File: config.mk
export PLATFORM = sky130hd
export DESIGN_NAME = midi_router_matrix_flat
export DESIGN_NICKNAME = d
export VERILOG_FILES = /design/src/rtl/midi_router_matrix_if.sv /design/src/rtl/midi_router_matrix.sv /design/src/flat_wrapper.sv
export SDC_FILE = /design/constraint.sdc
export NUM_CORES = 1
export LEC_CHECK = 0
export CAP_MARGIN = 30
export CORE_MARGIN = 1.5
export CORE_UTILIZATION = 55
export DETAILED_ROUTE_END_ITERATION = 12
export PLACE_DENSITY = 0.74
export SLEW_MARGIN = 20
export SYNTH_ARGS = -nofsm -noshare
export SYNTH_HDL_FRONTEND = slang
export SYNTH_SLANG_ARGS = --single-unit
File: constraint.sdc
create_clock -name clk -period 2.51 [get_ports clk]
set_input_delay 0.3765 -clock clk [delete_from_list [all_inputs] [get_ports clk]]
set_output_delay 0.3765 -clock clk [all_outputs]
set_load 0.01 [all_outputs]
File: src/rtl/midi_router_matrix_if.sv
// rtl/midi_router_matrix_if.sv - MIDI lines and SPI register port bundle; act lines exist only with ACTIVITY_LED_EN
interface midi_router_matrix_if #(
  parameter int NUM_IN  = 4,
  parameter int NUM_OUT = 4
);
  logic [NUM_IN-1:0]  midi_in;
  logic [NUM_OUT-1:0] midi_out;
  logic               spi_clk;
  logic               spi_ss;
  logic               spi_mosi;
  logic               spi_miso;
`ifdef ACTIVITY_LED_EN
  logic [NUM_IN-1:0]  act;
`endif

  modport master (
    output midi_in, spi_clk, spi_ss, spi_mosi,
    input  midi_out, spi_miso
`ifdef ACTIVITY_LED_EN
    , input act
`endif
  );

  modport slave (
    input  midi_in, spi_clk, spi_ss, spi_mosi,
    output midi_out, spi_miso
`ifdef ACTIVITY_LED_EN
    , output act
`endif
  );
endinterface

File: src/rtl/midi_router_matrix.sv
// rtl/midi_router_matrix.sv - SPI-configured MIDI routing matrix with idle-deferred route switching; ACTIVITY_LED_EN adds act stretchers
module midi_router_matrix #(
  parameter int NUM_IN      = 4,
  parameter int NUM_OUT     = 4,
  parameter int IDLE_CYCLES = 32
) (
  input  logic                clk,
  input  logic                rst_n,
  midi_router_matrix_if.slave bus
);
  localparam int            CW       = $clog2(IDLE_CYCLES + 1);
  localparam logic [CW-1:0] IDLE_MAX = CW'(IDLE_CYCLES);
  localparam logic [3:0]    IN_LIM   = 4'(NUM_IN);

  typedef enum logic [1:0] {ST_IDLE, ST_SHIFT, ST_DONE} spi_state_t;

  logic [NUM_IN-1:0]  in_m, in_s;
  logic               sclk_m, sclk_s, sclk_q;
  logic               ss_m, ss_s, ss_q;
  logic               mosi_m, mosi_s;
  logic [1:0]         settle;
  logic               sclk_rise, sclk_fall, ss_fall;

  spi_state_t         state;
  logic [3:0]         bit_cnt;
  logic [14:0]        shift;
  logic [7:0]         tx;
  logic               miso;
  logic [7:0]         hdr_next;
  logic [7:0]         rd_val;
  logic               wr_stb;
  logic [6:0]         wr_addr;
  logic               wr_en;
  logic [2:0]         wr_src;

  logic               pend_en  [NUM_OUT];
  logic [2:0]         pend_src [NUM_OUT];
  logic               act_en   [NUM_OUT];
  logic [2:0]         act_src  [NUM_OUT];
  logic [CW-1:0]      idle_cnt [NUM_OUT];
  logic [NUM_OUT-1:0] sel;
  logic [NUM_OUT-1:0] out_q;

  // Two-flop synchronizers, edge-detect history, and a settle count that masks the synchronizer flush after reset
  always_ff @(posedge clk or negedge rst_n) begin
    if (!rst_n) begin
      in_m   <= '1;
      in_s   <= '1;
      sclk_m <= 1'b0;
      sclk_s <= 1'b0;
      sclk_q <= 1'b0;
      ss_m   <= 1'b1;
      ss_s   <= 1'b1;
      ss_q   <= 1'b1;
      mosi_m <= 1'b1;
      mosi_s <= 1'b1;
      settle <= 2'd0;
    end else begin
      in_m   <= bus.midi_in;
      in_s   <= in_m;
      sclk_m <= bus.spi_clk;
      sclk_s <= sclk_m;
      sclk_q <= sclk_s;
      ss_m   <= bus.spi_ss;
      ss_s   <= ss_m;
      ss_q   <= ss_s;
      mosi_m <= bus.spi_mosi;
      mosi_s <= mosi_m;
      if (settle != 2'd3) settle <= settle + 2'd1;
    end
  end

  // A select already low when reset releases must not look like a frame start
  assign sclk_rise = sclk_s & ~sclk_q;
  assign sclk_fall = ~sclk_s & sclk_q;
  assign ss_fall   = (settle == 2'd3) & ss_q & ~ss_s;
  assign hdr_next  = {shift[6:0], mosi_s};

  // Pending-route readback for the address completing on the 8th bit
  always_comb begin
    rd_val = 8'h00;
    for (int k = 0; k < NUM_OUT; k++) begin
      if (hdr_next[6:0] == 7'(k)) rd_val = {pend_en[k], 4'b0000, pend_src[k]};
    end
  end

  // SPI mode-0 slave frame FSM: shift on rising sclk, drive miso on falling sclk, commit on bit 16
  always_ff @(posedge clk or negedge rst_n) begin
    if (!rst_n) begin
      state   <= ST_IDLE;
      bit_cnt <= 4'd0;
      shift   <= '0;
      tx      <= 8'h00;
      miso    <= 1'b0;
      wr_stb  <= 1'b0;
      wr_addr <= 7'd0;
      wr_en   <= 1'b0;
      wr_src  <= 3'd0;
    end else begin
      wr_stb <= 1'b0;
      case (state)
        ST_IDLE: begin
          bit_cnt <= 4'd0;
          miso    <= 1'b0;
          if (ss_fall) state <= ST_SHIFT;
        end
        ST_SHIFT: begin
          if (ss_s) begin
            state <= ST_IDLE;
            miso  <= 1'b0;
          end else if (sclk_rise) begin
            shift   <= {shift[13:0], mosi_s};
            bit_cnt <= bit_cnt + 4'd1;
            if (bit_cnt == 4'd7) tx <= hdr_next[7] ? 8'h00 : rd_val;
            if (bit_cnt == 4'd15) begin
              wr_stb  <= shift[14];
              wr_addr <= shift[13:7];
              wr_en   <= shift[6];
              wr_src  <= {shift[1:0], mosi_s};
              state   <= ST_DONE;
            end
          end else if (sclk_fall) begin
            // bit_cnt 8..15 means the data byte is in progress
            if (bit_cnt[3]) begin
              miso <= tx[7];
              tx   <= {tx[6:0], 1'b0};
            end else begin
              miso <= 1'b0;
            end
          end
        end
        ST_DONE: begin
          miso <= 1'b0;
          if (ss_s) state <= ST_IDLE;
        end
        default: state <= ST_IDLE;
      endcase
    end
  end

  // Source selection per output from the active route
  always_comb begin
    sel = '1;
    for (int k = 0; k < NUM_OUT; k++) begin
      for (int i = 0; i < NUM_IN; i++) begin
        if (act_src[k] == 3'(i)) sel[k] = in_s[i];
      end
    end
  end

  // Pending/active routes, idle counters, and registered outputs
  always_ff @(posedge clk or negedge rst_n) begin
    if (!rst_n) begin
      for (int k = 0; k < NUM_OUT; k++) begin
        pend_en[k]  <= 1'b0;
        pend_src[k] <= 3'd0;
        act_en[k]   <= 1'b0;
        act_src[k]  <= 3'd0;
        idle_cnt[k] <= '0;
      end
      out_q <= '1;
    end else begin
      for (int k = 0; k < NUM_OUT; k++) begin
        if (wr_stb && (wr_addr == 7'(k)) && ({1'b0, wr_src} < IN_LIM)) begin
          pend_en[k]  <= wr_en;
          pend_src[k] <= wr_src;
        end
        if (!out_q[k]) idle_cnt[k] <= '0;
        else if (idle_cnt[k] != IDLE_MAX) idle_cnt[k] <= idle_cnt[k] + CW'(1);
        // Switching only after a full idle run keeps a byte in flight from being cut
        if (idle_cnt[k] == IDLE_MAX) begin
          act_en[k]  <= pend_en[k];
          act_src[k] <= pend_src[k];
        end
        out_q[k] <= act_en[k] ? sel[k] : 1'b1;
      end
    end
  end

  assign bus.midi_out = out_q;
  assign bus.spi_miso = miso;

`ifdef ACTIVITY_LED_EN
  logic [NUM_IN-1:0] in_q;
  logic [15:0]       stretch [NUM_IN];
  logic [NUM_IN-1:0] act_q;

  // Per-input pulse stretcher: 2^16 cycles high after each start-bit falling edge, retriggerable
  always_ff @(posedge clk or negedge rst_n) begin
    if (!rst_n) begin
      in_q  <= '1;
      act_q <= '0;
      for (int i = 0; i < NUM_IN; i++) stretch[i] <= 16'd0;
    end else begin
      in_q <= in_s;
      for (int i = 0; i < NUM_IN; i++) begin
        if (in_q[i] && !in_s[i]) begin
          stretch[i] <= 16'hFFFF;
          act_q[i]   <= 1'b1;
        end else if (stretch[i] != 16'd0) begin
          stretch[i] <= stretch[i] - 16'd1;
        end else begin
          act_q[i] <= 1'b0;
        end
      end
    end
  end

  assign bus.act = act_q;
`endif
endmodule
File: src/flat_wrapper.sv
// flat-port wrapper written by rule: the top's interface ports become plain ports
module midi_router_matrix_flat 
#(
  parameter int NUM_IN      = 4,
  parameter int NUM_OUT     = 4,
  parameter int IDLE_CYCLES = 32
)
  (clk, rst_n, bus_midi_in, bus_spi_clk, bus_spi_ss, bus_spi_mosi, bus_midi_out, bus_spi_miso);
  midi_router_matrix_if #(.NUM_IN(NUM_IN), .NUM_OUT(NUM_OUT)) bus_i ();
  input  logic clk;
  input  logic rst_n;
  input wire logic [$bits(bus_i.midi_in)-1:0] bus_midi_in;
  input wire logic [$bits(bus_i.spi_clk)-1:0] bus_spi_clk;
  input wire logic [$bits(bus_i.spi_ss)-1:0] bus_spi_ss;
  input wire logic [$bits(bus_i.spi_mosi)-1:0] bus_spi_mosi;
  output wire logic [$bits(bus_i.midi_out)-1:0] bus_midi_out;
  output wire logic [$bits(bus_i.spi_miso)-1:0] bus_spi_miso;
  assign bus_i.midi_in = bus_midi_in;
  assign bus_i.spi_clk = bus_spi_clk;
  assign bus_i.spi_ss = bus_spi_ss;
  assign bus_i.spi_mosi = bus_spi_mosi;
  assign bus_midi_out = bus_i.midi_out;
  assign bus_spi_miso = bus_i.spi_miso;
  midi_router_matrix #(.NUM_IN(NUM_IN), .NUM_OUT(NUM_OUT), .IDLE_CYCLES(IDLE_CYCLES)) u_core (.clk(clk), .rst_n(rst_n), .bus(bus_i));
endmodule
==> impl_metrics.toml, run 1 <==
[critical_path]
cp.required_ns = 2.13
cp_slowest_stage_delay_ns = 0.58
critical_path_buf_inv_count = 1
r2r-end = "u_core.tx[2]$_DFFE_PN0P_"
reg2reg_slack_ns = 0.55
worstPathCellList = "clkdlybuf4s50_1"
crit_fanout = 6
reg2reg_from = "u_core.sclk_q$_DFF_PN0_"
crit_path_end_kind = "primary output"
crit_family = "flip-flops"
slowest_stage = "dfstp_2"
arrival_ns = 1.63
start_kind = "flip-flop"
r2r_cells = 6
crit_type = "reg -> out"

[yosys]
synthTopCellsByArea = "dfrtp_1 (50%), mux2_2 (13%), dfstp_2 (8.7%), mux2i_1 (3.3%), ha_1 (2.9%)"
ys_ff_latch = 120
yosysWarnings = 0
synth_compound_area_frac = 0.04450
synth_ff_type = "dfrtp_1"
synthesis.instances = 389
synth_adder_area_share = 0.02934
synth_top_family_by_area = "multiplexers"
synth-xor-area-share = 0.03423
synth-edff-count = 0
seq_area_frac_synth = 0.5910
synthSimpleGateAreaFrac = 0.1188
synthesis.area_sq_mm = 0.005117
ys_types = 40
synth_mux_area_frac = 0.1653
synthArstFlopShare = 1.000
avgSynthCellArea_sq_um = 13.16
netlist.area_leader.share = 0.5037
synth_top_area_cell = "dfrtp_1"
syn_nets = 410

[grt]
grt_remaining_overflow = 0
grt_pass1_wl_microns = 14900
grt_start_max_net_pins = 47
track_usage = 0.1946
grt_pass1_vias = 3092
antenna_found_initial = 0

[worst_hold_path]
hold_path_class = "in -> reg"
hold_depth = 1
hold_path_end = "u_core.ss_m$_DFF_PN1_"
hp-start = "bus_spi_ss"

[job]
maxCapViolCount = 0

[status]
outcome = "finished clean"

[placement]
hpwl_microns = 5532
dpl.cell_count = 509
gp_congestion = 0.7856
portBuffers = 13

[timing]
tns_ns = 0
setup_viol_count_final = 0
tightest_slew_ns = 0.6073
rsz0062_at_grt = "no"
finalCritPeriodShare = 0.7992
maxClockFrequency_mhz = 498.5
maxSlewViolCount = 0
finClkSkew_ns = 0.009560
hold_viol = 0
slew-limit-headroom = 0.5951
holdWs_ns = 0.2725
period_needed_ns = 2.006

[floorplanning]
die-width_microns = 99.46
rows = 35
die_y_microns = 99.46
io_pins = 14
dieArea_sq_mm = 0.009892
initial_core_util = 0.5618
core_sq_mm = 0.009109

[route]
vias_per_cell = 5.437
first_pass_iters = 4
drtIter0Drc = 98
routed_wl_microns = 8496
vias = 2947
ant_nets = 0
drc = 0
avgRoutedWirePerCell_microns = 15.68

[power]
ir_drop_mv = 0.4330
leakage_nw = 2.772
power.density_mw_per_mm2 = 751.6

[cells_and_area]
fillers = 651
layout-drive-gt1-share = 0.2622
areaGrowthSynthToFinish_pct = 17.04
fin_cells = 542
n_antenna_cell = 0
nets = 439

[clocking]
cts_resized = 0
clk_path_buf_depth = 2
h-tree-depth = 4
cts_tree = "built"
postCtsSetupBuffers = 0
clk_latency_ns = 0.51
cts_root_buffer = "clkbuf_8"
clock_sinks = 120
clk_pin_slew_ns = 0.06
cts_buffers = 17
power breakdown:
group | total, W | internal, W | switching, W | leakage (nW)
logic | 0.000157 | 0.0000692 | 0.0000877 | 0.908
registers | 0.00201 | 0.00198 | 0.0000380 | 1.58
clock network | 0.00233 | 0.00154 | 0.000792 | 0.288
per-layer routing:
layer,global-route usage,vias to the layer above,part of all wire
met3,0.05130,13,0.025
met4,0.08017,0,0.014
met2,0.3056,30,0.49
met5,0,-,0
met1,0.2592,1480,0.47
li1,-,1424,-
repair_timing:
| action | in CTS | in global routing |
|---|---|---|
| endpoints found under the hold margin | 42 | 0 |
| setup endpoints to repair | 0 | 0 |
| hold buffers | 1 | 0 |
registers in the layout (all words and copies together) (netlist names), 3 cells and up:
| register | flops |
|---|---|
| u_core.pend_src | 12 |
| u_core.wr_addr | 7 |
| u_core.act_en | 4 |
| u_core.shift | 15 |
| u_core.bus.midi_out | 4 |
| u_core.wr_src | 3 |
| u_core.idle_cnt | 24 |
| u_core.in_s | 4 |
| u_core.act_src | 12 |
| u_core.bit_cnt | 4 |
| u_core.tx | 8 |
| u_core.pend_en | 4 |
| u_core.in_m | 4 |
cell type report:
type / count / area [sq um] / area share
flip-flops and latches: 120 / 3024 / 0.5049
clock inverters: 7 / 91.34 / 0.01525
inverters: 11 / 41.29 / 0.006894
clock buffers: 25 / 494.2 / 0.08252
well taps: 111 / 138.9 / 0.02319
multi-input cells: 250 / 2007 / 0.3351
repair buffers: 18 / 192.7 / 0.03217
cell families (layout without fill, tap and decap cells):
logic type                 count (synthesis)  after routing
and+or+nand+nor                          106            106
xor gates and xnor gates                  20             20
AOI/OAI and AO/OA                         35             35
adders and majority gates                 12             12
muxes                                     77             77
buffers and inverters                     19             61
DFF                                      120            120
placed cells by master (no fill, tap or decap), types with 5 or more instances in the layout:
master / count
dfstp_2: 17
clkdlybuf4s50_1: 12
dfrtp_1: 103
and4b_1: 5
a21oi_1: 6
nor2_1: 21
nand2b_1: 8
a22o_1: 5
and2_1: 12
nand3_1: 10
ha_1: 12
o21ai_0: 12
nand2_1: 13
and3_1: 5
mux2i_1: 17
clkbuf_16: 16
clkbuf_8: 6
xnor2_1: 17
inv_1: 11
mux2_2: 60
nor2b_1: 13
worst max path at each step:
stage	startpoint	to	slack (ns)	cells past startpoint
after floorplan	u_core.sclk_q$_DFF_PN0_	u_core.wr_addr[0]$_DFFE_PN0P_	0.67	7
after global placement	u_core.state[1]$_DFFE_PN0P_	u_core.tx[2]$_DFFE_PN0P_	0.70	4
after detailed placement	u_core.sclk_q$_DFF_PN0_	u_core.tx[2]$_DFFE_PN0P_	0.60	6
after CTS	u_core.bus.midi_out[1]$_DFF_PN1_	bus_midi_out[1]	0.47	1
after global routing	u_core.sclk_q$_DFF_PN0_	u_core.tx[2]$_DFFE_PN0P_	0.38	6
final	u_core.bus.midi_out[1]$_DFF_PN1_	bus_midi_out[1]	0.50	1
stage by stage:
stage | worst slack, ns | cell area (sq um) | total power [W] | util
2_1_floorplan | 0.6653 | 5117 | 0.002117 | -
3_3_place_gp | 0.7043 | 5394 | 0.002197 | 0.5922
3_5_place_dp | 0.6008 | 5394 | 0.002202 | 0.5922
4_1_cts | 0.4704 | 5989 | 0.004556 | 0.6576
5_1_grt | 0.3844 | 5989 | 0.004664 | 0.6576
6_report | 0.5039 | 5989 | 0.004502 | 0.6576
cell usage after synthesis, types with 2 or more instances:
master    instances
dfrtp_1         103
mux2_2           60
nor2_1           21
dfstp_2          17
mux2i_1          17
xnor2_1          17
nand2_1          13
nor2b_1          13
and2_1           12
ha_1             12
o21ai_0          12
inv_1            11
nand3_1          10
nand2b_1          8
a21oi_1           6
a22o_1            5
and3_1            5
and4b_1           5
clkbuf_1          4
nand4_1           4
nor3_1            4
a22oi_1           3
nor4b_1           3
o22a_1            3
xor2_1            3
buf_4             2
nand3b_1          2
o21ai_1           2
Note: power is estimated with default switching activity, not from simulation.
==> run 2: changes to the inputs <==
--- a/config.mk
+++ b/config.mk
@@ -9,7 +9,7 @@
 export CORE_MARGIN = 1.5
 export CORE_UTILIZATION = 55
 export DETAILED_ROUTE_END_ITERATION = 12
-export PLACE_DENSITY = 0.74
+export PLACE_DENSITY = 0.77
 export SLEW_MARGIN = 20
 export SYNTH_ARGS = -nofsm -noshare
 export SYNTH_HDL_FRONTEND = slang
==> constraint.sdc (replaced) <==
create_clock -name clk -period 1.7 [get_ports clk]
set_input_delay 0.255 -clock clk [delete_from_list [all_inputs] [get_ports clk]]
set_output_delay 0.255 -clock clk [all_outputs]
set_load 0.01 [all_outputs]
==> run 2 against run 1 <==
Effect of this change: final cell count grew 3.0%; first-iteration DRC count grew 6.1%; sequential share of layout area shrank 1.7 points; the run now ends with negative setup slack left; largest power group unchanged; clock skew shrank 0.0027 ns; clock-buffer cell count shrank 4.
==> impl_metrics.toml, run 2 (same netlist as run 1, synthesis figures left out) <==
[floorplanning]
rows = 35
initial_core_util = 0.5618
die_y_microns = 99.46
io_pins = 14
die-width_microns = 99.46
dieArea_sq_mm = 0.009892
core_sq_mm = 0.009109

[timing]
slew-limit-headroom = 0.7697
period_needed_ns = 1.705
finalCritPeriodShare = 1.003
holdWs_ns = 0.1401
tightest_slew_ns = 0.3454
finClkSkew_ns = 0.006856
setup_viol_count_final = 2
maxClockFrequency_mhz = 586.4
setup_slack_ns = -0.005397
maxSlewViolCount = 0
hold_viol = 0
rsz0062_at_grt = "yes"

[cells_and_area]
nets = 455
layout-drive-gt1-share = 0.3020
areaGrowthSynthToFinish_pct = 21.12
largest_reg_flops = 24
mostFrequentLayoutCell = "dfrtp_1"
reg_top3 = "u_core.idle_cnt x24, u_core.shift x15"
final_cell_mix = "dfrtp_1 (103), mux2_2 (59), nor2_1 (20)"
top_register = "u_core.idle_cnt"
n_antenna_cell = 0
fin_cells = 558

[critical_path]
crit_family = "simple AND/OR/NAND/NOR gates"
reg2reg_slack_ns = -0.005
crit_fanout = 6
start_kind = "flip-flop"
critical_path_buf_inv_count = 2
crit_type = "reg -> reg"
cp.required_ns = 2.10
slowest_stage = "or3b_4"
worstPathCellList = "or3b_4, buf_4, nor2_4, clkbuf_16, mux2_2"
cp_slowest_stage_delay_ns = 0.39
arrival_ns = 2.11
crit_path_end_kind = "flip-flop"

[placement]
dp_slack_ns = -0.03577
gp_congestion = 0.7825
dpl.cell_count = 522
portBuffers = 13
hpwl_microns = 5623

[power]
power.density_mw_per_mm2 = 1128
power_w = 0.006994
ir_drop_mv = 0.6369
leakage_nw = 2.865

[route]
avgRoutedWirePerCell_microns = 15.42
routed_wl_microns = 8603
ant_nets = 0
drc = 0
vias = 3026
vias_per_cell = 5.423
first_pass_iters = 6
drtIter0Drc = 104

[worst_hold_path]
hold_path_class = "in -> reg"

[grt]
track_usage = 0.1968
grt_pass1_vias = 3171
antenna_found_initial = 0
grt_pass1_wl_microns = 14890
grt_remaining_overflow = 0
grt_start_max_net_pins = 59

[status]
outcome = "complete, but fails checks"
violations = "negative setup slack"

[job]
maxCapViolCount = 0

[clocking]
clk_pin_slew_ns = 0.06
cts_root_buffer = "clkbuf_8"
clk_latency_ns = 0.52
clk_path_buf_depth = 2
h-tree-depth = 4
cts_buffers = 17
cts_tree = "built"
clock_sinks = 120
## run 2: changes by cell type in the layout (fill, tap and decap cells not counted), moves of 2 or more
cell             change
buf_4               +14
clkdlybuf4s50_1      -5
dlygate4sd2_1        +5
bufinv_16            +2
clkbuf_1             -2
clkbuf_8             -2
clkinvlp_4           +2
## run 2: final timing paths
| check | startpoint | to | cells past startpoint |
|---|---|---|---|
| hold reg to reg | u_core.sclk_m$_DFF_PN0_ | u_core.sclk_s$_DFF_PN0_ | 0 |
| min in group asynchronous | rst_n | u_core.settle[0]$_DFFE_PN0P_ | 2 |
| max in group asynchronous | rst_n | u_core.in_s[0]$_DFF_PN1_ | 3 |
| setup reg to reg | u_core.ss_s$_DFF_PN1_ | u_core.wr_addr[1]$_DFFE_PN0P_ | 5 |
| setup / recovery | u_core.ss_s$_DFF_PN1_ | u_core.wr_addr[1]$_DFFE_PN0P_ | 5 |
| hold / removal | bus_spi_mosi | u_core.mosi_m$_DFF_PN1_ | 1 |
## run 2: worst register-to-register path: cells and delay by family, from the launching register on
kind	cells	cell delay [ns]
DFF	1	0.37
buffers and inverters	2	0.33
and+or+nand+nor	2	0.56
muxes	1	0.33
## run 2: through the flow
step              TNS, ns    util  cell area (sq um)
2_1_floorplan           0       -               5121
3_3_place_gp            0  0.6045               5507
3_5_place_dp     -0.09945  0.6045               5507
4_1_cts        -0.0005282  0.6760               6157
5_1_grt           -0.5388  0.6805               6198
6_report        -0.006119  0.6805               6198
## run 2: power breakdown
part	switching [W]	internal [W]	total [W]
clock network	0.00127	0.00250	0.00376
registers	0.0000515	0.00292	0.00297
logic	0.000136	0.000128	0.000264
total	0.00145	0.00554	0.00699
## run 2: what timing repair did
action,4_1_cts,5_1_grt
gates cloned,0,1
setup buffers,2,0
hold buffers,1,0
endpoints found under the setup margin,22,22
gates resized for setup,6,5
pin swaps,2,3
hold endpoints to repair,62,0
## run 2: layout make-up
class / instances / area, sq um
Inverter: 11 / 41.29
Clock inverter: 11 / 170.2
Tap cell: 111 / 138.9
Clock buffer: 21 / 459.2
Timing Repair Buffer: 34 / 336.6
Fill cell: 659 / 2910
Sequential cell: 120 / 3024
Multi-Input combinational cell: 250 / 2028
## run 2: metal layers
| metal | wire [microns] | track usage | vias to the layer above |
|---|---|---|---|
| met5 | 0 | 0 | - |
| met4 | 147 | 0.08126 | 0 |
| met3 | 214 | 0.06325 | 11 |
| met2 | 4293 | 0.3219 | 31 |
| met1 | 3947 | 0.2431 | 1529 |
| li1 | - | - | 1455 |
==> run 3: changes to the inputs <==
--- a/config.mk
+++ b/config.mk
@@ -6,10 +6,13 @@
 export NUM_CORES = 1
 export LEC_CHECK = 0
 export CAP_MARGIN = 30
+export CELL_PAD_IN_SITES_DETAIL_PLACEMENT = 1
+export CELL_PAD_IN_SITES_GLOBAL_PLACEMENT = 1
 export CORE_MARGIN = 1.5
-export CORE_UTILIZATION = 55
+export CORE_UTILIZATION = 47
 export DETAILED_ROUTE_END_ITERATION = 12
-export PLACE_DENSITY = 0.77
+export DONT_BUFFER_PORTS = 1
+export PLACE_DENSITY_LB_ADDON = 0.1
 export SLEW_MARGIN = 20
 export SYNTH_ARGS = -nofsm -noshare
 export SYNTH_HDL_FRONTEND = slang
==> run 3 against run 2 <==
Effect of this change: the flow finishes with violations (negative hold slack); highest routed layer unchanged; critical path type unchanged; combinational power decreased by 21%; clock-buffer cell count increased by 9; global-route usage down 0.62 points; design area decreased by 2.4%.
==> impl_metrics.toml, run 3 (same netlist as run 1, synthesis figures left out) <==
[grt]
grt_start_max_net_pins = 121
grt_pass1_vias = 3343
antenna_found_initial = 0
grt_pass1_wl_microns = 16410
grt_remaining_overflow = 0
track_usage = 0.1905

[power]
power_w = 0.006413
leakage_nw = 2.785
power.density_mw_per_mm2 = 1060
ir_drop_mv = 0.7758

[route]
first_pass_iters = 4
ant_nets = 0
drtIter0Drc = 108
vias = 3048
routed_wl_microns = 9865
avgRoutedWirePerCell_microns = 17.22
vias_per_cell = 5.319
drc = 0

[floorplanning]
die-width_microns = 107.3
initial_core_util = 0.4891
die_y_microns = 107.3
rows = 37
core_sq_mm = 0.01046
dieArea_sq_mm = 0.01152
io_pins = 14

[clocking]
clk_latency_ns = 0.52
cts_root_buffer = "clkbuf_8"
cts_tree = "built"
clk_pin_slew_ns = 0.06
cts_buffers = 17
clock_sinks = 120
h-tree-depth = 4
hold_buffers = 7
clk_path_buf_depth = 2

[status]
violations = "negative hold slack"
outcome = "complete, but fails checks"

[cells_and_area]
utilization = 0.5781
top_register = "u_core.idle_cnt"
multi_input_area_sq_mm = 0.002047
fillers = 1033
mostFrequentLayoutCell = "dfrtp_1"
seq_area_sq_mm = 0.003024
nets = 445
fin_area_sq_mm = 0.006048
areaGrowthSynthToFinish_pct = 18.19
largest_reg_flops = 24
reg_top3 = "u_core.idle_cnt x24, u_core.shift x15"
n_antenna_cell = 0
layout-drive-gt1-share = 0.2952
final_cell_mix = "dfrtp_1 (103), mux2_2 (59), nor2_1 (19)"

[timing]
finalCritPeriodShare = 0.9962
period_needed_ns = 1.694
maxSlewViolCount = 0
hold_viol = 120
rsz0062_at_grt = "yes"
tightest_slew_ns = 0.3631
finClkSkew_ns = 0.005294
tns_ns = 0
holdWs_ns = -0.5704
setup_viol_count_final = 0
slew-limit-headroom = 0.7571
maxClockFrequency_mhz = 590.5

[critical_path]
crit_path_end_kind = "flip-flop"
slowest_stage = "or3b_4"
cp.required_ns = 2.10
crit_fanout = 12
crit_family = "simple AND/OR/NAND/NOR gates"
cp_slowest_stage_delay_ns = 0.40
start_kind = "flip-flop"
crit_type = "reg -> reg"
worstPathCellList = "or3b_4, buf_4, nor2_4, buf_12, mux2_2"
arrival_ns = 2.10
reg2reg_slack_ns = 0.006
critical_path_buf_inv_count = 2

[placement]
place_area_sq_mm = 0.005375
gp_congestion = 0.7125
hpwl_microns = 6236
portBuffers = 0

[job]
maxCapViolCount = 0

[worst_hold_path]
hold_path_class = "in -> async"
==> run 3: changes by cell type in the layout (fill, tap and decap cells not counted), sizes merged <==
cell           delta
dlygate4sd2       -5
bufinv            -4
clkbuf            +8
clkinvlp          -3
buf               -3
clkinv            -2
clkdlybuf4s50     -7
dlygate4sd3       +6
==> run 3: cell type report <==
type / count / area share
clock buffer: 30 / 0.08813
clock inverter: 2 / 0.001655
inverter: 11 / 0.006827
multi-input combinational: 250 / 0.3384
sequential: 120 / 0.5000
tap: 136 / 0.02813
timing repair buffer: 24 / 0.03682
==> run 3: metrics by stage <==
stage	hold slack, ns	cells	setup WS, ns
after floorplan	-0.04059	389	0.01082
after global placement	-0.03797	531	0.02592
after detailed placement	-0.03838	531	-0.02970
after CTS	-0.6010	572	0.002728
after global routing	-0.5997	573	-0.09787
final	-0.5704	573	0.006443
==> run 3: what timing repair did <==
| item | in CTS | in global routing |
|---|---|---|
| gates cloned | 0 | 0 |
| hold endpoints to repair | 127 | 120 |
| setup buffers | 3 | 1 |
| setup endpoints to repair | 14 | 28 |
| resized for setup | 5 | 5 |
| pin swaps | 4 | 2 |
==> run 3: routing by layer <==
layer	track usage	vias up	wire length [microns]	part of all wire
met5	0	-	0	0
met2	0.3080	31	4805	0.49
met3	0.05630	17	268	0.027
met4	0.08741	0	192	0.019
met1	0.2356	1565	4598	0.47
li1	-	1435	-	-
==> run 3: power by group <==
part	internal [W]	switching [W]
registers	0.00292	0.0000544
logic	0.000118	0.0000911
clock network	0.00206	0.00117
total	0.00509	0.00132
==> run 3: final timing paths <==
| check | end | start | cells past startpoint |
|---|---|---|---|
| max | u_core.wr_addr[6]$_DFFE_PN0P_ | u_core.state[1]$_DFFE_PN0P_ | 5 |
| min | u_core.act_src[4]$_DFFE_PN0N_ | rst_n | 0 |
| max reg2reg | u_core.wr_addr[6]$_DFFE_PN0P_ | u_core.state[1]$_DFFE_PN0P_ | 5 |
| min reg2reg | u_core.in_s[0]$_DFF_PN1_ | u_core.in_m[0]$_DFF_PN1_ | 0 |
| max in group asynchronous | u_core.bus.midi_out[1]$_DFF_PN1_ | rst_n | 0 |
| min in group clk | u_core.ss_m$_DFF_PN1_ | bus_spi_ss | 1 |
